File: src/rtl/fifo_pkg.sv
// Shared widths and sizing helpers for the FIFO drain stage.
package fifo_pkg;
  localparam int FIFO_WIDTH    = 16;
  localparam int DEF_BUF_DEPTH = 4;

  typedef logic [FIFO_WIDTH-1:0] word_t;

  function automatic int ptr_w(input int depth);
    return (depth < 2) ? 1 : $clog2(depth);
  endfunction

  // Occupancy must be able to represent a completely full buffer.
  function automatic int occ_w(input int depth);
    return $clog2(depth + 1);
  endfunction
endpackage

File: src/rtl/fifo_out_buf.sv
// Circular output buffer: push at tail, pop at head, head word always presented.
module fifo_out_buf
  import fifo_pkg::*;
#(
  parameter int WIDTH = FIFO_WIDTH,
  parameter int DEPTH = DEF_BUF_DEPTH,
  localparam int PW   = ptr_w(DEPTH),
  localparam int OW   = occ_w(DEPTH)
) (
  input  logic             clk,
  input  logic             rst_,
  input  logic             push,
  input  logic [WIDTH-1:0] push_data,
  input  logic             pop,
  output logic [OW-1:0]    occ,
  output logic [WIDTH-1:0] head_data
);

  logic [WIDTH-1:0] mem [DEPTH];
  logic [PW-1:0]    head;
  logic [PW-1:0]    tail;

  function automatic logic [PW-1:0] ptr_inc(input logic [PW-1:0] p);
    return (p == PW'(DEPTH - 1)) ? '0 : p + 1'b1;
  endfunction

  always_ff @(posedge clk or negedge rst_) begin
    if (!rst_) begin
      head <= '0;
      tail <= '0;
      occ  <= '0;
      for (int i = 0; i < DEPTH; i++) mem[i] <= '0;
    end else begin
      if (push) begin
        mem[tail] <= push_data;
        tail      <= ptr_inc(tail);
      end
      if (pop) head <= ptr_inc(head);
      case ({push, pop})
        2'b10:   occ <= occ + 1'b1;
        2'b01:   occ <= occ - 1'b1;
        default: occ <= occ;
      endcase
    end
  end

  assign head_data = mem[head];

  // Pop issue reserves a slot before the word lands, so this can never trip.
  assert property (@(posedge clk) disable iff (!rst_) occ <= OW'(DEPTH));

endmodule

File: src/rtl/fifo_stream_out.sv
// FIFO drain stage: pops the upstream FIFO, buffers words, re-presents them on valid/ready.
module fifo_stream_out
  import fifo_pkg::*;
#(
  parameter int WIDTH     = FIFO_WIDTH,
  parameter int BUF_DEPTH = DEF_BUF_DEPTH,
  parameter int CNT_W     = 16
) (
  input  logic             clk,
  input  logic             rst_,
  input  logic             fifo_empty,
  input  logic             fifo_write,
  input  logic [WIDTH-1:0] fifo_data_out,
  output logic             fifo_read,
  output logic [WIDTH-1:0] m_data,
  output logic             m_valid,
  input  logic             m_ready,
  output logic [CNT_W-1:0] words_out
);

  localparam int OW = occ_w(BUF_DEPTH);
  localparam logic [OW:0] DEPTH_V = (OW + 1)'(BUF_DEPTH);

  logic          inflight;
  logic [OW-1:0] occ;
  logic [OW:0]   pending;
  logic          xfer;

  // Credit counts the word still in flight; a same-cycle stream pop is ignored
  // so m_ready never reaches fifo_read combinationally.
  assign pending   = {1'b0, occ} + {{OW{1'b0}}, inflight};
  assign fifo_read = rst_ && !fifo_empty && !fifo_write && (pending < DEPTH_V);

  assign m_valid = (occ != '0);
  assign xfer    = m_valid && m_ready;

  always_ff @(posedge clk or negedge rst_) begin
    if (!rst_) begin
      inflight  <= 1'b0;
      words_out <= '0;
    end else begin
      inflight <= fifo_read;
      if (xfer) words_out <= words_out + 1'b1;
    end
  end

  fifo_out_buf #(
    .WIDTH (WIDTH),
    .DEPTH (BUF_DEPTH)
  ) u_buf (
    .clk       (clk),
    .rst_      (rst_),
    .push      (inflight),
    .push_data (fifo_data_out),
    .pop       (xfer),
    .occ       (occ),
    .head_data (m_data)
  );

endmodule

File: config.mk
export PLATFORM = sky130hd
export DESIGN_NAME = fifo_stream_out
export DESIGN_NICKNAME = d
export VERILOG_FILES = /design/src/rtl/fifo_pkg.sv /design/src/rtl/fifo_out_buf.sv /design/src/rtl/fifo_stream_out.sv
export SDC_FILE = /design/constraint.sdc
export NUM_CORES = 1
export LEC_CHECK = 0
export CAP_MARGIN = 10
export CORE_MARGIN = 2
export CORE_UTILIZATION = 28
export CTS_CLUSTER_DIAMETER = 80
export DETAILED_ROUTE_END_ITERATION = 12
export PLACE_DENSITY_LB_ADDON = 0.08
export RECOVER_POWER = 100
export SLEW_MARGIN = 20
export SYNTH_ARGS = -nofsm -noshare
export SYNTH_HDL_FRONTEND = slang
export SYNTH_SLANG_ARGS = --single-unit
File: constraint.sdc
create_clock -name clk -period 2.35 [get_ports clk]
set_input_delay 0.5875 -clock clk [delete_from_list [all_inputs] [get_ports clk]]
set_output_delay 0.5875 -clock clk [all_outputs]
set_load 0.01 [all_outputs]
==> key figures, run 1 <==
Pwr
  – Design Power: 6340 µW
  – VDD IR-drop max: 0.000431 V
  – Cell Pwr Density: 1280 nW/µm²
  – Leak: 0.00215 µW

STA
  – Worst-Margin Slew: 1.02 ns
  – Fin. Hold Viols: 0
  – Clock skew: 0.00598 ns
  – Fin crit period: 2.26 ns
  – Final worst-path cycle share: 0.962
  – Endpoints failing setup: 0
  – Fmax: 0.442 GHz
  – Slew headroom: 0.323
  – Final worst slack: 0.0896 ns
  – Max-slew violations: 0
  – Unrepaired setup endpoints after global routing: no

Logic synthesis
  – Syn avg cell area: 15.2 µm²
  – Sequential area share after synthesis: 0.567
  – Main combinational cell family by area after synthesis: multiplexers
  – Most frequent cell after synthesis: dfrtp_1
  – Top cells by area, synth: dfrtp_1 57%, mux2_2 19%, mux4_2 9.3%, xnor2_1 2.5%, ha_1 2.3%
  – Top cell type's share of synthesized area: 0.567
  – Simple-Gate Fraction of Synth Area: 0.0561
  – Ys Warns: 0
  – Mux share of post-synthesis cell area: 0.281
  – Post-synth EDFFs: 0
  – Synth cell count leaders: 88 x dfrtp_1, 64 x mux2_2, 16 x mux4_2
  – Ys async rst share: 1.00
  – #FFs+latches synth: 88
  – Syn Nets: 284
  – Compound-Gate Fraction of Synth Area: 0.00870
  – Synth Flop Type: dfrtp_1
  – Cell Area, Synth: 3880 µm²
  – Adder and majority gate portion of the synthesized area: 0.0277
  – Syn Inst Count: 255
  – XOR/XNOR Fraction of Synth Area: 0.0406
  – Distinct cells, synth: 28
  – Biggest area consumer among synthesized cells: dfrtp_1

Worst hold path
  – HP Class: reg2reg
  – Hold Path Depth: 1

Worst setup path
  – Depth of the most critical reg-to-reg path: 5
  – Startpoint types: input port
  – Setup crit end kind: primary output
  – CP required: 1.76 ns
  – Worst-path maximum fanout: 2
  – Crit path kind: in2out
  – Crit-path cells: dlygate4sd2_1 -> or4b_1 -> a31oi_2 -> buf_6
  – Worst EP arrival: 1.67 ns
  – CP max stage cell: or4b_1
  – Critical path's largest stage delay: 0.49 ns

Drt
  – DRT Pass-1 Iters: 4
  – DRC viols: 0
  – Routed length per instance: 16.6 µm
  – Final WL: 8470 µm
  – Final ANT Viol Nets: 0
  – Total number of vias: 2291
  – Via-to-Cell Ratio: 4.49
  – Drt first-iter violations: 79

Die
  – # IOs: 55
  – Initial Util: 0.283
  – DIE WIDTH: 122 µm
  – Die Height: 122 µm
  – Die Area: 14800 µm²
  – Row count: 43
  – Core area: 13700 µm²

Layout
  – Layout cell share with drive strength beyond 1: 0.339
  – Sequential cell area: 2200 µm²
  – # fillers: 1380
  – Area grow syn2layout: 27.8%
  – Nets: 356
  – Antenna fix cells: 0
  – Core Util, Final: 0.362
  – Multi-input gate area: 1590 µm²

Clock network
  – CTS Hold Buffers Added: 0
  – CTS Buf Count: 9
  – Maximum clock path buffer count: 2
  – Clock Latency Late Sink: 0.34 ns
  – Root buffer cell: clkbuf_16
  – CTS tree: built
  – Clk slew on worst S/H paths: 0.06 ns
  – Clk sinks: 88
  – Number of H-tree levels: 3

Global route
  – Initial antenna violation count: 1
  – GR Util All Layers: 0.125
  – Number of global-route vias before repair: 2446
  – GR Overflow Total: 0
  – Global-route wire length before repair: 13700 µm
  – Largest net degree at the start of global routing: 51

Placed design
  – Buffers added on ports: 54
  – Worst slack, placed: -0.640 ns
  – Post-DP HPWL: 5420 µm
  – Gpl congestion: 0.714

Run
  – Max-cap violations: 0

Run status
  – Run status: finished clean
-- registers in the layout, summed over array words and instances (netlist names) --
register / cells
u_buf.mem: 64
words_out: 16
u_buf.occ: 3
u_buf.head: 2
u_buf.tail: 2
inflight: 1
-- final timing paths --
check	start	to	slack (ns)
max	fifo_write	fifo_read	0.09
min	words_out[15]	words_out[15]	0.46
max reg2reg	u_buf.tail[0]	u_buf.mem[56]	0.19
min reg2reg	words_out[15]	words_out[15]	0.46
max in group asynchronous	rst_	u_buf.mem[24]	0.42
min in group asynchronous	rst_	u_buf.mem[2]	0.70
-- through the flow --
stage	TNS (ns)	hold WS [ns]	instances	instance area (µm²)
after global placement	-0.588	0.467	494	4740
final	0	0.465	510	4960
after detailed placement	-0.640	0.464	494	4740
after CTS	-0.0620	0.391	512	5090
after floorplan	0	0.292	255	3880
after global routing	0	0.503	510	4960
-- cell families (layout without fill, tap and decap cells) --
kind of cell	Yosys count	after routing
flip-flops	88	88
multiplexers	81	81
AND/OR/NAND/NOR	39	39
XOR/XNOR	18	18
buffers and inverters	16	91
adder cells (fa/ha/maj)	8	8
AO/OA/AOI/OAI	5	5
-- power by group --
part	total, µW	switching (µW)	internal (µW)	leakage (µW)
clock network	1520	574	945	0.000154
logic	2260	894	1370	0.000943
registers	2550	374	2180	0.00106
-- routing by layer --
metal / track usage / routed length (µm)
met5: 0 / 0
met4: 0.0582 / 175
met3: 0.0295 / 340
met1: 0.163 / 3900
met2: 0.196 / 4050
-- worst max-delay path, delay by kind of cell --
kind                   cells  cell delay, ns
AOI/OAI and AO/OA          1            0.24
buffers and inverters      2            0.36
and+or+nand+nor            1            0.49
-- area by class of cell --
class	instances	area share
flip-flops and latches	88	0.444
well taps	180	0.0454
clock buffers	10	0.0482
multi-input cells	151	0.321
clock inverters	4	0.0141
inverters	7	0.00555
repair buffers	70	0.122
-- placed cells by master (no fill, tap or decap), types with 2 or more instances in the layout --
cell type and instances:
and2_1 2, and3_1 6, buf_4 3, buf_6 4, bufinv_16 2, clkbuf_1 12
clkbuf_16 9, clkbuf_2 4, clkdlybuf4s15_1 5, clkdlybuf4s50_1 17, clkinv_2 2, dfrtp_1 86
dfrtp_2 2, dlygate4sd2_1 4, dlygate4sd3_1 17, ha_1 7, inv_1 6, mux2_2 64
mux4_2 16, nand2_1 16, nand3_1 3, nand4_1 5, nor2_1 3, o21ai_0 2
or3_1 2, xnor2_1 11, xor2_1 7
-- repair_timing --
action / 4_1_cts / 5_1_grt
gates resized for setup: 54 / 6
setup buffers: 3 / 0
endpoints found under the hold margin: 0 / 0
setup endpoints to repair: 17 / 15
pin swaps: 1 / 1
gates cloned: 1 / 0
Power figures use the tool's default switching activity.
==> inputs of run 2 (changes only) <==
--- a/config.mk
+++ b/config.mk
@@ -10,8 +10,10 @@
 export CORE_UTILIZATION = 28
 export CTS_CLUSTER_DIAMETER = 80
 export DETAILED_ROUTE_END_ITERATION = 12
+export MAX_ROUTING_LAYER = met4
 export PLACE_DENSITY_LB_ADDON = 0.08
 export RECOVER_POWER = 100
+export SKIP_CTS_REPAIR_TIMING = 1
 export SLEW_MARGIN = 20
 export SYNTH_ARGS = -nofsm -noshare
 export SYNTH_HDL_FRONTEND = slang
==> key figures, run 2 (synthesis results as in run 1) <==
Drt
  – Drt first-iter violations: 79 (unchanged)
  – Met2 Wirelength: 4050 µm (about the same)
  – Routed length per instance: 16.6 µm (about the same)
  – Wire length on met3: 306 µm (was 340 µm)
  – Total number of vias: 2305 (was 2291)
  – DRT Pass-1 Iters: 4 (unchanged)
  – Max layer used: met4 (unchanged)
  – Met1 wire length: 3950 µm (was 3900 µm)
  – Final ANT Viol Nets: 0 (unchanged)
  – DRC viols: 0 (unchanged)
  – Final WL: 8480 µm (was 8470 µm)
  – Via-to-Cell Ratio: 4.52 (was 4.49)

Layout
  – Layout cell share with drive strength beyond 1: 0.342 (was 0.339)
  – Largest Register: u_buf.mem (unchanged)
  – Area grow syn2layout: 28.6% (was 27.8%)
  – Multi-input gate area: 1600 µm² (was 1590 µm²)
  – Biggest regs: u_buf.mem: 64 flops, words_out: 16 flops, u_buf.occ: 3 flops (unchanged)
  – Sequential cell area: 2200 µm² (about the same)
  – Nets: 356 (unchanged)
  – Max FFs per register: 64 (unchanged)
  – Commonest cells after routing, fill and taps aside: 87 x dfrtp_1, 64 x mux2_2, 17 x clkdlybuf4s50_1, 17 x dlygate4sd3_1 (was 86 x dfrtp_1, 64 x mux2_2, 17 x clkdlybuf4s50_1, 17 x dlygate4sd3_1)
  – Final Instance Area: 4990 µm² (was 4960 µm²)
  – Commonest non-fill, non-tap cell in the layout: dfrtp_1 (unchanged)
  – # fillers: 1378 (was 1380)
  – Antenna fix cells: 0 (unchanged)
  – Core Util, Final: 0.364 (was 0.362)

Placed design
  – Post-Place Cell Area: 4740 µm² (unchanged)
  – Buffers added on ports: 54 (unchanged)
  – Post-DP HPWL: 5420 µm (unchanged)
  – Gpl congestion: 0.723 (was 0.714)

Pwr
  – VDD IR-drop max: 0.000437 V (was 0.000431 V)
  – Cell Pwr Density: 1280 nW/µm² (about the same)
  – Leak: 0.00224 µW (was 0.00215 µW)

Die
  – Core area: 13700 µm² (unchanged)
  – # IOs: 55 (unchanged)
  – Die Area: 14800 µm² (unchanged)
  – Row count: 43 (unchanged)
  – DIE WIDTH: 122 µm (unchanged)
  – Initial Util: 0.283 (unchanged)
  – Die Height: 122 µm (unchanged)

STA
  – Fin crit period: 2.26 ns (about the same)
  – Worst-Margin Slew: 1.02 ns (about the same)
  – Fin. Hold Viols: 0 (unchanged)
  – Clock skew: 0.00530 ns (was 0.00598 ns)
  – Unrepaired setup endpoints after global routing: no (unchanged)
  – Endpoints failing setup: 0 (unchanged)
  – Final worst-path cycle share: 0.964 (was 0.962)
  – Max-slew violations: 0 (unchanged)
  – Slew headroom: 0.319 (was 0.323)
  – Final setup TNS: 0 ns (unchanged)
  – Fmax: 0.442 GHz (about the same)

Worst setup path
  – Depth of the most critical reg-to-reg path: 5 (unchanged)
  – Crit path kind: reg2out (was in2out)
  – Setup crit end kind: primary output (unchanged)
  – CP top delay family: buffers and inverters (was simple AND/OR/NAND/NOR gates)
  – Worst-path maximum fanout: 5 (was 2)
  – Cell depth of the worst setup path: 2 (was 4)
  – CP required: 1.76 ns (about the same)
  – Crit-path cells: or3_4 -> clkdlybuf4s50_1 (was dlygate4sd2_1 -> or4b_1 -> a31oi_2 -> buf_6)
  – Startpoint types: flip-flop (was input port)
  – Buf/Inv on CP: 1 (was 2)
  – CP max stage cell: clkdlybuf4s50_1 (was or4b_1)
  – Worst EP arrival: 1.68 ns (was 1.67 ns)
  – Critical path's largest stage delay: 0.49 ns (about the same)

Global route
  – Largest net degree at the start of global routing: 51 (unchanged)
  – Number of global-route vias before repair: 2417 (was 2446)
  – Initial antenna violation count: 1 (unchanged)
  – GR Util All Layers: 0.126 (was 0.125)
  – GR Overflow Total: 0 (unchanged)
  – Global-route wire length before repair: 13600 µm (was 13700 µm)

Clock network
  – Clock Latency Late Sink: 0.34 ns (about the same)
  – Root buffer cell: clkbuf_16 (unchanged)
  – CTS tree: built (unchanged)
  – Clk sinks: 88 (unchanged)
  – Maximum clock path buffer count: 2 (unchanged)
  – Number of H-tree levels: 3 (unchanged)
  – Clk slew on worst S/H paths: 0.06 ns (about the same)
  – CTS Buf Count: 9 (unchanged)

Worst hold path
  – HP Class: reg2reg (unchanged)
  – Hold Path Depth: 1 (unchanged)

Run status
  – Run status: finished clean (unchanged)

Run
  – Max-cap violations: 0 (unchanged)
run 2: changes by cell type in the layout (fill, tap and decap cells not counted), sizes merged:
cell | previous run | this run
buf | 9 | 7
clkbuf | 27 | 28
clkdlybuf4s15 | 5 | 0
dlygate4sd2 | 4 | 0
dlymetal6s2s | 1 | 11
run 2: metal layers:
layer,vias to the layer above,GRT usage
met2,40,0.190
li1,1061,-
met3,12,0.0276
met5,-,-
met4,0,0.0582
met1,1192,0.163
run 2: final timing paths:
| check | endpoint | from | slack, ns |
|---|---|---|---|
| worst max-delay path | m_valid | u_buf.occ[0] | 0.09 |
| worst min-delay path | words_out[15] | words_out[15] | 0.46 |
| worst max register to register | u_buf.mem[56] | u_buf.tail[0] | 0.22 |
| worst min register to register | words_out[15] | words_out[15] | 0.46 |
| max in group asynchronous | u_buf.mem[57] | rst_ | 0.42 |
| min in group asynchronous | u_buf.mem[51] | rst_ | 0.71 |
run 2: area by class of cell:
class                           count  area share
Inverter                            7     0.00551
Clock buffer                       10      0.0478
Clock inverter                      4      0.0140
Sequential cell                    88       0.441
Multi-Input combinational cell    151       0.320
Timing Repair Buffer               70       0.127
Tap cell                          180      0.0451
run 2: report_power, final:
group / internal, µW / switching [µW] / total, µW
Clock: 945 / 573 / 1520
Sequential: 2180 / 377 / 2560
Combinational: 1410 / 886 / 2300
Total: 4530 / 1840 / 6370
run 2: per-stage QoR:
step | total power (µW) | setup slack, ns | hold slack, ns | std cells
final | 6370 | 0.0855 | 0.464 | 510
after global routing | 6810 | 0.0141 | 0.503 | 510
after CTS | 6690 | -0.656 | 0.391 | 508
after detailed placement | 5130 | -0.640 | 0.464 | 494
after global placement | 5090 | -0.588 | 0.467 | 494
after floorplan | 4010 | 0.280 | 0.292 | 255
==> inputs of run 3 (changes only) <==
--- a/config.mk
+++ b/config.mk
@@ -9,6 +9,7 @@
 export CORE_MARGIN = 2
 export CORE_UTILIZATION = 28
 export CTS_CLUSTER_DIAMETER = 80
+export CTS_CLUSTER_SIZE = 8
 export DETAILED_ROUTE_END_ITERATION = 12
 export MAX_ROUTING_LAYER = met4
 export PLACE_DENSITY_LB_ADDON = 0.08
==> results of run 3 <==
The final DEF is identical to that of run 2; final timing and power are the same.
